===== src/rtl/key_uart_tx.sv =====
// Keypad-to-UART transmit: encodes key presses to ASCII, queues them in a small FIFO and
// hands bytes to the UART over txdata/txclk/txready. Optional KEY_TX_CRLF_EN sends code 16 as CR LF.
module key_uart_tx #(
  parameter int unsigned DEPTH = 4
) (
  input  logic                     clk,
  input  logic                     rst,
  input  logic                     keyclk,
  input  logic [4:0]               keycode,
  input  logic                     txready,
  output logic [7:0]               txdata,
  output logic                     txclk,
  output logic [$clog2(DEPTH):0]   count,
  output logic                     overflow
);

  localparam int unsigned AddrW = $clog2(DEPTH);
  localparam int unsigned CntW  = AddrW + 1;
  localparam logic [CntW-1:0] FullCnt = CntW'(DEPTH);

  typedef enum logic [1:0] {StIdle, StPulse, StWait} state_e;

  state_e               state_q, state_d;
  logic                 kd_q;
  logic [7:0]           mem [DEPTH];
  logic [AddrW-1:0]     wr_ptr_q, rd_ptr_q;
  logic [CntW-1:0]      count_q, count_d;
  logic [7:0]           txdata_q;
  logic                 txclk_q, txclk_d;
  logic                 overflow_q, overflow_d;
  logic                 press, push, pop;
  logic [7:0]           push_byte;

  function automatic logic [7:0] encode(input logic [4:0] code);
    logic [7:0] c;
    c = {3'b000, code};
    if (code < 5'd10)      return 8'h30 + c;
    else if (code < 5'd16) return 8'h37 + c;
    else if (code < 5'd20) return 8'h47 + c;
    else                   return 8'h3F;
  endfunction

  assign press = keyclk & ~kd_q;

`ifdef KEY_TX_CRLF_EN
  logic       lf_pend_q, lf_pend_d;
  logic       defer_q, defer_d;
  logic [4:0] defer_code_q, defer_code_d;
  logic [4:0] src_code;

  always_comb begin
    push         = 1'b0;
    push_byte    = 8'h00;
    overflow_d   = overflow_q;
    lf_pend_d    = 1'b0;
    defer_d      = 1'b0;
    defer_code_d = defer_code_q;
    src_code     = defer_q ? defer_code_q : keycode;
    if (lf_pend_q) begin
      // Room for the LF was reserved when the CR was accepted.
      push      = 1'b1;
      push_byte = 8'h0A;
      if (press) begin
        defer_d      = 1'b1;
        defer_code_d = keycode;
      end
    end else if (press || defer_q) begin
      if (src_code == 5'd16) begin
        if (count_q <= CntW'(DEPTH - 2)) begin
          push      = 1'b1;
          push_byte = 8'h0D;
          lf_pend_d = 1'b1;
        end else begin
          overflow_d = 1'b1;
        end
      end else if (count_q == FullCnt) begin
        overflow_d = 1'b1;
      end else begin
        push      = 1'b1;
        push_byte = encode(src_code);
      end
    end
  end
`else
  always_comb begin
    push       = 1'b0;
    push_byte  = encode(keycode);
    overflow_d = overflow_q;
    if (press) begin
      if (count_q == FullCnt) overflow_d = 1'b1;
      else                    push = 1'b1;
    end
  end
`endif

  always_comb begin
    state_d = state_q;
    pop     = 1'b0;
    txclk_d = 1'b0;
    unique case (state_q)
      StIdle: begin
        if (count_q != '0 && txready) begin
          pop     = 1'b1;
          txclk_d = 1'b1;
          state_d = StPulse;
        end
      end
      StPulse: state_d = StWait;
      StWait:  if (!txready) state_d = StIdle;
      default: state_d = StIdle;
    endcase
  end

  always_comb begin
    count_d = count_q;
    if (push && !pop)      count_d = count_q + CntW'(1);
    else if (pop && !push) count_d = count_q - CntW'(1);
  end

  always_ff @(posedge clk) begin
    if (push) mem[wr_ptr_q] <= push_byte;
  end

  always_ff @(posedge clk or negedge rst) begin
    if (!rst) begin
      state_q    <= StIdle;
      kd_q       <= 1'b1;
      wr_ptr_q   <= '0;
      rd_ptr_q   <= '0;
      count_q    <= '0;
      txdata_q   <= 8'h00;
      txclk_q    <= 1'b0;
      overflow_q <= 1'b0;
`ifdef KEY_TX_CRLF_EN
      lf_pend_q    <= 1'b0;
      defer_q      <= 1'b0;
      defer_code_q <= 5'd0;
`endif
    end else begin
      state_q    <= state_d;
      kd_q       <= keyclk;
      count_q    <= count_d;
      txclk_q    <= txclk_d;
      overflow_q <= overflow_d;
      if (push) wr_ptr_q <= wr_ptr_q + AddrW'(1);
      if (pop) begin
        rd_ptr_q <= rd_ptr_q + AddrW'(1);
        txdata_q <= mem[rd_ptr_q];
      end
`ifdef KEY_TX_CRLF_EN
      lf_pend_q    <= lf_pend_d;
      defer_q      <= defer_d;
      defer_code_q <= defer_code_d;
`endif
    end
  end

  assign txdata   = txdata_q;
  assign txclk    = txclk_q;
  assign count    = count_q;
  assign overflow = overflow_q;

endmodule

===== config.mk =====
export PLATFORM = sky130hd
export DESIGN_NAME = key_uart_tx
export DESIGN_NICKNAME = d
export VERILOG_FILES = /design/src/rtl/key_uart_tx.sv
export SDC_FILE = /design/constraint.sdc
export NUM_CORES = 1
export LEC_CHECK = 0
export ABC_AREA = 1
export ABC_CLOCK_PERIOD_IN_PS = 2600
export CAP_MARGIN = 15
export CORE_ASPECT_RATIO = 1.5
export CORE_UTILIZATION = 58
export CTS_BUF_LIST = sky130_fd_sc_hd__clkbuf_4
export CTS_CLUSTER_SIZE = 16
export DETAILED_ROUTE_END_ITERATION = 8
export GPL_TIMING_DRIVEN = 0
export PLACE_DENSITY = 0.81
export REMOVE_ABC_BUFFERS = 1
export SLEW_MARGIN = 20
export SYNTH_ARGS = -nofsm -noshare
export SYNTH_HDL_FRONTEND = slang
export SYNTH_SLANG_ARGS = --single-unit

===== constraint.sdc =====
create_clock -name clk -period 2.6 [get_ports clk]
set_input_delay 0.39 -clock clk [delete_from_list [all_inputs] [get_ports clk]]
set_output_delay 0.39 -clock clk [all_outputs]
set_load 0.05 [all_outputs]

==> impl_results.html, run 1 <==
<table>
<tr><th>Metric</th><th>Value</th></tr>
<tr><th colspan="2">Synthesis</th></tr>
<tr><td>Mean instance size in the synthesized netlist</td><td>9.76 um2</td></tr>
<tr><td>Post-synthesis share of cell area spent on xor and xnor gates</td><td>0.0158</td></tr>
<tr><td>Compound-gate portion of the synthesized area</td><td>0.0243</td></tr>
<tr><td>Share of the synthesized area in the top cell type</td><td>0.379</td></tr>
<tr><td>Yosys top cell by area</td><td>sky130_fd_sc_hd__edfxtp_1</td></tr>
<tr><td>Post-synth design cell area</td><td>2220 um2</td></tr>
<tr><td>Count of synthesis-stage warnings from yosys</td><td>0</td></tr>
<tr><td>Adder-Cell Fraction of Synth Area</td><td>0.0429</td></tr>
<tr><td>Post-synthesis mux area share</td><td>0.00508</td></tr>
<tr><td>Prevailing post-synth register cell</td><td>sky130_fd_sc_hd__edfxtp_1</td></tr>
<tr><td>Post-synthesis cell count</td><td>227</td></tr>
<tr><td>Top-count cell post-synth</td><td>sky130_fd_sc_hd__nand2_1</td></tr>
<tr><td>Commonest cells in the synthesized netlist</td><td>sky130_fd_sc_hd__nand2_1 (106), sky130_fd_sc_hd__edfxtp_1 (28), sky130_fd_sc_hd__dfrtp_1 (18), sky130_fd_sc_hd__inv_1 (17), sky130_fd_sc_hd__nand2_2 (10)</td></tr>
<tr><td>Async set-reset flop share out of synthesis</td><td>0.404</td></tr>
<tr><td>Dominant combinational cell family by area after synthesis</td><td>simple AND/OR/NAND/NOR gates</td></tr>
<tr><td>Leading post-synthesis cells by cell area</td><td>sky130_fd_sc_hd__edfxtp_1 (38%), sky130_fd_sc_hd__dfrtp_1 (20%), sky130_fd_sc_hd__nand2_1 (18%), sky130_fd_sc_hd__ha_1 (3.4%), sky130_fd_sc_hd__inv_1 (2.9%)</td></tr>
<tr><td>Post-synth EDFFs</td><td>28</td></tr>
<tr><td>Sequential-to-total area share from yosys stat</td><td>0.595</td></tr>
<tr><td>Post-Synth Simple-Gate Area</td><td>0.242</td></tr>
<tr><td>Flip-flop and latch count after synthesis</td><td>47</td></tr>
<tr><td>Yosys cell types</td><td>28</td></tr>
<tr><th colspan="2">Drt</th></tr>
<tr><td>1st-pass router iterations</td><td>4</td></tr>
<tr><td>DRC</td><td>0</td></tr>
<tr><td>Initial detailed-routing violation count</td><td>30</td></tr>
<tr><td>Total Routed Length</td><td>3.48 mm</td></tr>
<tr><td>Residual antenna-violating net count after detailed routing</td><td>0</td></tr>
<tr><td>Per-cell routed wire length</td><td>11.9 um</td></tr>
<tr><td>Via-to-Cell Ratio</td><td>4.88</td></tr>
<tr><td>Vias</td><td>1424</td></tr>
<tr><th colspan="2">Clock tree</th></tr>
<tr><td>Clock-pin slew on the worst setup and hold paths</td><td>0.13 ns</td></tr>
<tr><td>Post-CTS sizing</td><td>0</td></tr>
<tr><td>Buffer levels on the longest clock path</td><td>2</td></tr>
<tr><td>Max H-tree Level</td><td>2</td></tr>
<tr><td>TritonCTS clock tree</td><td>built</td></tr>
<tr><td>Cell chosen for the clock root</td><td>sky130_fd_sc_hd__clkbuf_4</td></tr>
<tr><td>Worst skew pair latency</td><td>0.35 ns</td></tr>
<tr><td>Clock net sink count</td><td>47</td></tr>
<tr><td>Setup Buffers After CTS</td><td>0</td></tr>
<tr><td>Count of hold buffers inserted by post-cts repair</td><td>0</td></tr>
<tr><td>Number of buffers inserted during clock tree synthesis</td><td>5</td></tr>
<tr><th colspan="2">Global routing</th></tr>
<tr><td>Largest net degree at the start of global routing</td><td>20</td></tr>
<tr><td>Antenna violations before repair</td><td>0</td></tr>
<tr><td>Aggregate global-route resource usage</td><td>0.207</td></tr>
<tr><td>First-pass GRT wire length</td><td>6.12 mm</td></tr>
<tr><td>Vias in the first global route</td><td>1419</td></tr>
<tr><td>Remaining global-route overflow</td><td>0</td></tr>
<tr><th colspan="2">STA</th></tr>
<tr><td>Endpoints failing setup</td><td>0</td></tr>
<tr><td>Final worst path period need</td><td>2.05 ns</td></tr>
<tr><td>Setup TNS Final</td><td>0 ns</td></tr>
<tr><td>Maximum operating frequency</td><td>487 MHz</td></tr>
<tr><td>Maximum clock skew at final layout</td><td>0.0145 ns</td></tr>
<tr><td>Fin. max-slew vios</td><td>0</td></tr>
<tr><td>Final-report hold violation count</td><td>0</td></tr>
<tr><td>Final period util</td><td>0.790</td></tr>
<tr><td>Worst-case headroom to the max-slew limit</td><td>0.453</td></tr>
<tr><td>Unrepaired setup endpoints after global routing</td><td>no</td></tr>
<tr><td>Worst-margin pin slew</td><td>0.819 ns</td></tr>
<tr><td>Final Hold Slack</td><td>0.461 ns</td></tr>
<tr><th colspan="2">Critical path</th></tr>
<tr><td>Reg-to-reg setup timing slack</td><td>0.55 ns</td></tr>
<tr><td>Startpoint of the worst setup timing path</td><td>count[0]</td></tr>
<tr><td>Endpoint kind of the worst setup timing path</td><td>flop</td></tr>
<tr><td>R2r startpoint</td><td>count[0]</td></tr>
<tr><td>Crit path arrival time</td><td>2.35 ns</td></tr>
<tr><td>WP data required</td><td>2.89 ns</td></tr>
<tr><td>Critical Path Source Type</td><td>flop</td></tr>
<tr><td>Kind of critical path</td><td>reg -&gt; reg</td></tr>
<tr><td>Worst Path Max Fanout</td><td>13</td></tr>
<tr><th colspan="2">Final layout</th></tr>
<tr><td>Layout Nets</td><td>264</td></tr>
<tr><td>Share of cells above drive strength 1</td><td>0.116</td></tr>
<tr><td>Non-filler cells, final</td><td>292</td></tr>
<tr><td>Number of antenna cells inserted</td><td>0</td></tr>
<tr><td>Multi-input logic area</td><td>736 um2</td></tr>
<tr><td>Area used by sequential logic in the layout</td><td>1320 um2</td></tr>
<tr><td>Fillers</td><td>284</td></tr>
<tr><td>Layout overhead on the synthesized area</td><td>11.8%</td></tr>
<tr><th colspan="2">Min path</th></tr>
<tr><td>Launch point of the worst hold path</td><td>state_q[1]</td></tr>
<tr><td>Kind of path behind the tightest hold check</td><td>reg -&gt; reg</td></tr>
<tr><th colspan="2">Flow run</th></tr>
<tr><td>Max-capacitance violation count</td><td>0</td></tr>
<tr><th colspan="2">Placement</th></tr>
<tr><td>Cell total after placement</td><td>284</td></tr>
<tr><td>Port Buf Inserts</td><td>20</td></tr>
<tr><td>Detailed-placement wirelength estimate</td><td>2.56 mm</td></tr>
<tr><td>Weighted congestion reported at the end of routability-driven placement</td><td>0.717</td></tr>
<tr><th colspan="2">Floorplanning</th></tr>
<tr><td>DIE HEIGHT</td><td>77.7 um</td></tr>
<tr><td>Core footprint</td><td>3650 um2</td></tr>
<tr><td>Number of standard-cell rows in the floorplan</td><td>27</td></tr>
<tr><td>I/O pins</td><td>22</td></tr>
<tr><td>Width of the die</td><td>52.5 um</td></tr>
<tr><td>Initial standard-cell utilization of the core</td><td>0.607</td></tr>
<tr><td>Overall die area</td><td>4080 um2</td></tr>
<tr><th colspan="2">Pwr</th></tr>
<tr><td>Power per Cell Area</td><td>1080 nW/um2</td></tr>
<tr><td>Leak Pwr</td><td>1.15 nW</td></tr>
<tr><td>Worst VDD drop</td><td>0.777 mV</td></tr>
<tr><th colspan="2">Outcome</th></tr>
<tr><td>Run status</td><td>completed</td></tr>
</table>
[layout by cell type, fill, tap and decap left out]
cell,Yosys,final
sky130_fd_sc_hd__o21ai_4,1,1
sky130_fd_sc_hd__o21ai_0,1,1
sky130_fd_sc_hd__clkdlybuf4s50_1,0,20
sky130_fd_sc_hd__o21ai_1,3,3
sky130_fd_sc_hd__xnor2_1,2,2
sky130_fd_sc_hd__inv_1,17,17
sky130_fd_sc_hd__nand2_1,106,106
sky130_fd_sc_hd__edfxtp_1,28,28
sky130_fd_sc_hd__nor2_2,1,1
sky130_fd_sc_hd__nand3_2,2,2
sky130_fd_sc_hd__nor2_1,6,6
sky130_fd_sc_hd__inv_8,1,1
sky130_fd_sc_hd__clkinv_2,0,1
sky130_fd_sc_hd__o21bai_1,1,1
sky130_fd_sc_hd__or2_0,1,1
sky130_fd_sc_hd__a21oi_1,2,2
sky130_fd_sc_hd__nand2_2,10,10
sky130_fd_sc_hd__bufinv_16,0,1
sky130_fd_sc_hd__fa_1,1,1
sky130_fd_sc_hd__clkinv_1,0,1
sky130_fd_sc_hd__dfstp_2,1,1
sky130_fd_sc_hd__ha_1,6,6
sky130_fd_sc_hd__nand3_1,3,3
sky130_fd_sc_hd__xor2_1,2,2
sky130_fd_sc_hd__or2_1,1,1
sky130_fd_sc_hd__mux2_2,1,1
sky130_fd_sc_hd__inv_2,5,5
sky130_fd_sc_hd__clkbuf_4,0,5
sky130_fd_sc_hd__conb_1,1,1
sky130_fd_sc_hd__dfrtp_1,18,18
[critical path: stages (launching register included)]
cell	delay, ns
sky130_fd_sc_hd__dfrtp_1	0.47
sky130_fd_sc_hd__nor2_1	0.15
sky130_fd_sc_hd__nand2_1	0.08
sky130_fd_sc_hd__nand3_2	0.21
sky130_fd_sc_hd__ha_1	0.20
sky130_fd_sc_hd__inv_1	0.07
sky130_fd_sc_hd__fa_1	0.38
sky130_fd_sc_hd__or2_0	0.22
sky130_fd_sc_hd__nand2_1	0.08
sky130_fd_sc_hd__xor2_1	0.14
[cell type report]
type | count | share of cell area
Clock buffer | 5 | 0.0152
Clock inverter | 3 | 0.0157
Inverter | 23 | 0.0379
Multi-Input combinational cell | 151 | 0.297
Sequential cell | 47 | 0.532
Tap cell | 43 | 0.0217
Timing Repair Buffer | 20 | 0.0808
[per-stage QoR]
| step | instance area (um2) | util | total power, mW | worst slack [ns] |
|---|---|---|---|---|
| 4_1_cts | 2480 | 0.679 | 2.71 | 0.534 |
| 6_report | 2480 | 0.679 | 2.68 | 0.546 |
| 3_5_place_dp | 2400 | 0.658 | 2.29 | 0.235 |
| 3_3_place_gp | 2400 | 0.658 | 2.26 | 0.288 |
| 2_1_floorplan | 2150 | - | 1.95 | 0.455 |
| 5_1_grt | 2480 | 0.679 | 2.88 | 0.416 |
[flip-flops by register name (all words and copies together) (netlist names)]
name and cells:
txdata 7, wr_ptr_q 2, txclk 1, rd_ptr_q 2, mem 28, count 3
state_q 2, overflow 1, kd_q 1
[where the power goes]
part	switching [mW]	internal (mW)	total, mW
sequential	0.160	0.977	1.14
combinational	0.746	0.387	1.13
clock	0.216	0.198	0.414
[routing by layer]
metal	track usage	part of all wire	wire (um)	vias up
li1	-	-	-	751
met1	0.232	0.41	1440	637
met2	0.357	0.53	1850	27
met3	0.0471	0.028	98	9
met4	0.0947	0.026	92	0
met5	0	0	0	-
[final timing paths]
check,cells past startpoint,to
max,9,count[2]
min reg2reg,1,state_q[1]
min in group asynchronous,1,txdata[3]
min,1,state_q[1]
max reg2reg,9,count[2]
max in group asynchronous,1,wr_ptr_q[1]
[kinds of logic (layout without fill, tap and decap cells)]
family                     count (synthesis)  in the layout
muxes                                      1              1
xor gates and xnor gates                   4              4
DFF                                       47             47
AOI/OAI and AO/OA                          8              8
buffers and inverters                     29             51
adders and majority gates                  7              7
other                                      1              1
and+or+nand+nor                          130            130
Note: power is estimated with default switching activity, not from simulation.
==> run 2, diff against run 1 <==
--- a/config.mk
+++ b/config.mk
@@ -6,15 +6,15 @@
 export NUM_CORES = 1
 export LEC_CHECK = 0
 export ABC_AREA = 1
-export ABC_CLOCK_PERIOD_IN_PS = 2600
+export ABC_CLOCK_PERIOD_IN_PS = 1800
 export CAP_MARGIN = 15
 export CORE_ASPECT_RATIO = 1.5
-export CORE_UTILIZATION = 58
+export CORE_UTILIZATION = 53
 export CTS_BUF_LIST = sky130_fd_sc_hd__clkbuf_4
 export CTS_CLUSTER_SIZE = 16
 export DETAILED_ROUTE_END_ITERATION = 8
 export GPL_TIMING_DRIVEN = 0
-export PLACE_DENSITY = 0.81
+export PLACE_DENSITY = 0.78
 export REMOVE_ABC_BUFFERS = 1
 export SLEW_MARGIN = 20
 export SYNTH_ARGS = -nofsm -noshare
==> constraint.sdc (replaced) <==
create_clock -name clk -period 1.8 [get_ports clk]
set_input_delay 0.27 -clock clk [delete_from_list [all_inputs] [get_ports clk]]
set_output_delay 0.27 -clock clk [all_outputs]
set_load 0.05 [all_outputs]
==> run 2 against run 1 <==
The flow now finishes with violations (negative setup slack). Total power grew 46%. Combinational power increased by 59%. Register-to-register slack lost 0.59 ns. Flip-flop and latch count stayed put. Sequential power grew 44%. Worst hold slack got worse by 0.096 ns. Final cell count grew 4.5%. Clock skew increased by 0.0058 ns. Highest routed layer unchanged. Design area increased by 4.2%. Via count increased by 6.6%. Setup slack worse by 0.59 ns. Non-clock buffer count grew 11.
==> impl_results.html, run 2 (synthesis gave the netlist of run 1 again) <==
<table>
<tr><th>Metric</th><th>Value</th></tr>
<tr><th colspan="2">Outcome</th></tr>
<tr><td>Run status</td><td>complete, but fails checks (was completed)</td></tr>
<tr><td>Violated checks</td><td>negative setup slack</td></tr>
<tr><th colspan="2">STA</th></tr>
<tr><td>Setup TNS Final</td><td>-0.0857 ns (was 0 ns)</td></tr>
<tr><td>Maximum operating frequency</td><td>542 MHz (was 487 MHz)</td></tr>
<tr><td>Worst-margin pin slew</td><td>0.840 ns (was 0.819 ns)</td></tr>
<tr><td>Slack of the critical path</td><td>-0.0435 ns (was 0.546 ns)</td></tr>
<tr><td>Final worst path period need</td><td>1.84 ns (was 2.05 ns)</td></tr>
<tr><td>Unrepaired setup endpoints after global routing</td><td>yes (was no)</td></tr>
<tr><td>Fin. max-slew vios</td><td>0 (unchanged)</td></tr>
<tr><td>Endpoints failing setup</td><td>2 (was 0)</td></tr>
<tr><td>Worst-case headroom to the max-slew limit</td><td>0.438 (was 0.453)</td></tr>
<tr><td>Final-report hold violation count</td><td>0 (unchanged)</td></tr>
<tr><td>Maximum clock skew at final layout</td><td>0.0203 ns (was 0.0145 ns)</td></tr>
<tr><td>Final Hold Slack</td><td>0.366 ns (was 0.461 ns)</td></tr>
<tr><td>Final period util</td><td>1.02 (was 0.790)</td></tr>
<tr><th colspan="2">Clock tree</th></tr>
<tr><td>Cell chosen for the clock root</td><td>sky130_fd_sc_hd__clkbuf_4 (unchanged)</td></tr>
<tr><td>Number of buffers inserted during clock tree synthesis</td><td>5 (unchanged)</td></tr>
<tr><td>Max H-tree Level</td><td>2 (unchanged)</td></tr>
<tr><td>Clock net sink count</td><td>47 (unchanged)</td></tr>
<tr><td>Worst skew pair latency</td><td>0.36 ns (was 0.35 ns)</td></tr>
<tr><td>Count of hold buffers inserted by post-cts repair</td><td>0 (unchanged)</td></tr>
<tr><td>TritonCTS clock tree</td><td>built (unchanged)</td></tr>
<tr><td>Clock-pin slew on the worst setup and hold paths</td><td>0.14 ns (was 0.13 ns)</td></tr>
<tr><td>Buffer levels on the longest clock path</td><td>2 (unchanged)</td></tr>
<tr><th colspan="2">Global routing</th></tr>
<tr><td>First-pass GRT wire length</td><td>6.33 mm (was 6.12 mm)</td></tr>
<tr><td>Antenna violations before repair</td><td>0 (unchanged)</td></tr>
<tr><td>Grt met2 use</td><td>0.358 (was 0.357)</td></tr>
<tr><td>Remaining global-route overflow</td><td>0 (unchanged)</td></tr>
<tr><td>GRT Max-Usage Layer</td><td>met2 (unchanged)</td></tr>
<tr><td>Met3 Use GR</td><td>0.0393 (was 0.0471)</td></tr>
<tr><td>Aggregate global-route resource usage</td><td>0.206 (was 0.207)</td></tr>
<tr><td>GR Layer Usage met1</td><td>0.216 (was 0.232)</td></tr>
<tr><td>Vias in the first global route</td><td>1433 (was 1419)</td></tr>
<tr><td>Largest net degree at the start of global routing</td><td>20 (unchanged)</td></tr>
<tr><th colspan="2">Final layout</th></tr>
<tr><td>Share of cells above drive strength 1</td><td>0.196 (was 0.116)</td></tr>
<tr><td>Most frequent cells in the layout</td><td>sky130_fd_sc_hd__nand2_1 (104), sky130_fd_sc_hd__edfxtp_1 (28), sky130_fd_sc_hd__dfrtp_1 (18) (was sky130_fd_sc_hd__nand2_1 (106), sky130_fd_sc_hd__edfxtp_1 (28), sky130_fd_sc_hd__clkdlybuf4s50_1 (20))</td></tr>
<tr><td>Non-filler cells, final</td><td>305 (was 292)</td></tr>
<tr><td>Register ranked first by flip-flop count</td><td>mem (unchanged)</td></tr>
<tr><td>Layout Nets</td><td>275 (was 264)</td></tr>
<tr><td>Number of antenna cells inserted</td><td>0 (unchanged)</td></tr>
<tr><td>Most common cell after layout, fill and taps aside</td><td>sky130_fd_sc_hd__nand2_1 (unchanged)</td></tr>
<tr><td>Flip-flop count of the largest register, all copies and words added</td><td>28 (unchanged)</td></tr>
<tr><td>Layout overhead on the synthesized area</td><td>16.5% (was 11.8%)</td></tr>
<tr><th colspan="2">Critical path</th></tr>
<tr><td>Length in cells of the worst reg-to-reg path</td><td>8 (was 9)</td></tr>
<tr><td>R2r startpoint</td><td>count[1] (was count[0])</td></tr>
<tr><td>Critical Path Source Type</td><td>flop (unchanged)</td></tr>
<tr><td>WP data required</td><td>2.06 ns (was 2.89 ns)</td></tr>
<tr><td>Startpoint of the worst setup timing path</td><td>count[1] (was count[0])</td></tr>
<tr><td>Crit path arrival time</td><td>2.10 ns (was 2.35 ns)</td></tr>
<tr><td>Reg-to-reg setup timing slack</td><td>-0.04 ns (was 0.55 ns)</td></tr>
<tr><td>Kind of critical path</td><td>reg -&gt; reg (unchanged)</td></tr>
<tr><td>Critical Path Sink</td><td>count[1] (was count[2])</td></tr>
<tr><td>Endpoint kind of the worst setup timing path</td><td>flop (unchanged)</td></tr>
<tr><td>R2r endpoint</td><td>count[1] (was count[2])</td></tr>
<tr><td>Worst Path Max Fanout</td><td>4 (was 13)</td></tr>
<tr><th colspan="2">Floorplanning</th></tr>
<tr><td>I/O pins</td><td>22 (unchanged)</td></tr>
<tr><td>DIE HEIGHT</td><td>81.2 um (was 77.7 um)</td></tr>
<tr><td>Number of standard-cell rows in the floorplan</td><td>28 (was 27)</td></tr>
<tr><td>Width of the die</td><td>54.8 um (was 52.5 um)</td></tr>
<tr><td>Core footprint</td><td>3960 um2 (was 3650 um2)</td></tr>
<tr><td>Overall die area</td><td>4450 um2 (was 4080 um2)</td></tr>
<tr><td>Initial standard-cell utilization of the core</td><td>0.560 (was 0.607)</td></tr>
<tr><th colspan="2">Pwr</th></tr>
<tr><td>Overall power of the completed layout</td><td>3.92 mW (was 2.68 mW)</td></tr>
<tr><td>Worst VDD drop</td><td>1.30 mV (was 0.777 mV)</td></tr>
<tr><td>Power per Cell Area</td><td>1520 nW/um2 (was 1080 nW/um2)</td></tr>
<tr><td>Leak Pwr</td><td>1.24 nW (was 1.15 nW)</td></tr>
<tr><th colspan="2">Drt</th></tr>
<tr><td>Vias</td><td>1518 (was 1424)</td></tr>
<tr><td>Residual antenna-violating net count after detailed routing</td><td>0 (unchanged)</td></tr>
<tr><td>Via-to-Cell Ratio</td><td>4.98 (was 4.88)</td></tr>
<tr><td>Per-cell routed wire length</td><td>12.8 um (was 11.9 um)</td></tr>
<tr><td>1st-pass router iterations</td><td>4 (unchanged)</td></tr>
<tr><td>Total Routed Length</td><td>3.90 mm (was 3.48 mm)</td></tr>
<tr><td>DRC</td><td>0 (unchanged)</td></tr>
<tr><td>Initial detailed-routing violation count</td><td>21 (was 30)</td></tr>
<tr><th colspan="2">Placement</th></tr>
<tr><td>Port Buf Inserts</td><td>20 (unchanged)</td></tr>
<tr><td>Weighted congestion reported at the end of routability-driven placement</td><td>0.723 (was 0.717)</td></tr>
<tr><td>Cell total after placement</td><td>286 (was 284)</td></tr>
<tr><td>Detailed-placement wirelength estimate</td><td>2.68 mm (was 2.56 mm)</td></tr>
<tr><th colspan="2">Flow run</th></tr>
<tr><td>Max-capacitance violation count</td><td>0 (unchanged)</td></tr>
<tr><th colspan="2">Min path</th></tr>
<tr><td>Kind of path behind the tightest hold check</td><td>in -&gt; async (was reg -&gt; reg)</td></tr>
</table>
-- run 2: area by class of cell --
cell class                 count  area (um2)
fill                         314        1380
sequential                    47        1320
multi-input combinational    151         787
timing repair buffer          31         272
inverter                      23        96.3
tap                           45        56.3
clock buffer                   6        45.0
clock inverter                 2        8.76
-- run 2: through the flow --
stage,instance area [um2],setup WS [ns],utilization
6_report,2580,-0.0435,0.652
5_1_grt,2580,-0.108,0.652
4_1_cts,2560,-0.0189,0.646
3_5_place_dp,2400,-0.434,0.607
3_3_place_gp,2400,-0.385,0.607
2_1_floorplan,2150,-0.345,-
-- run 2: worst min-delay path by stage --
stage	from	endpoint	cells past startpoint
after floorplan	rst	count[0]	0
after global placement	state_q[1]	state_q[1]	1
after detailed placement	state_q[1]	state_q[1]	1
after CTS	rst	txdata[4]	1
after global routing	keyclk	kd_q	1
final	rst	txdata[2]	1
-- run 2: critical path, cell delays in order (launching register included) --
cell and delay, ns:
sky130_fd_sc_hd__dfrtp_1 0.43, sky130_fd_sc_hd__nor2_2 0.17, sky130_fd_sc_hd__nand2_2 0.10, sky130_fd_sc_hd__nand3_4 0.09, sky130_fd_sc_hd__inv_4 0.04, sky130_fd_sc_hd__ha_4 0.15
sky130_fd_sc_hd__inv_2 0.06, sky130_fd_sc_hd__fa_2 0.43, sky130_fd_sc_hd__mux2_4 0.27
-- run 2: metal layers --
layer  up-vias  routed length (um)
met5         -                   0
met3         5                  76
met2        28                2160
li1        769                   -
met4         0                  93
met1       716                1580
-- run 2: where the power goes --
group | total, mW | switching [mW] | internal (mW)
logic | 1.80 | 1.18 | 0.628
registers | 1.64 | 0.226 | 1.41
clock network | 0.482 | 0.319 | 0.163
total | 3.92 | 1.72 | 2.20
-- run 2: timing repair --
action                                 4_1_cts  5_1_grt
endpoints found under the hold margin        0        0
buffers inserted                             9        2
pin swaps                                    5        4
setup endpoints to repair                   20       24
resized for setup                           23        4
==> run 3, diff against run 2 <==
--- a/config.mk
+++ b/config.mk
@@ -6,7 +6,6 @@
 export NUM_CORES = 1
 export LEC_CHECK = 0
 export ABC_AREA = 1
-export ABC_CLOCK_PERIOD_IN_PS = 1800
 export CAP_MARGIN = 15
 export CORE_ASPECT_RATIO = 1.5
 export CORE_UTILIZATION = 53
==> results of run 3 <==
Same layout as run 2: the final DEF is identical, and so are final timing and power.
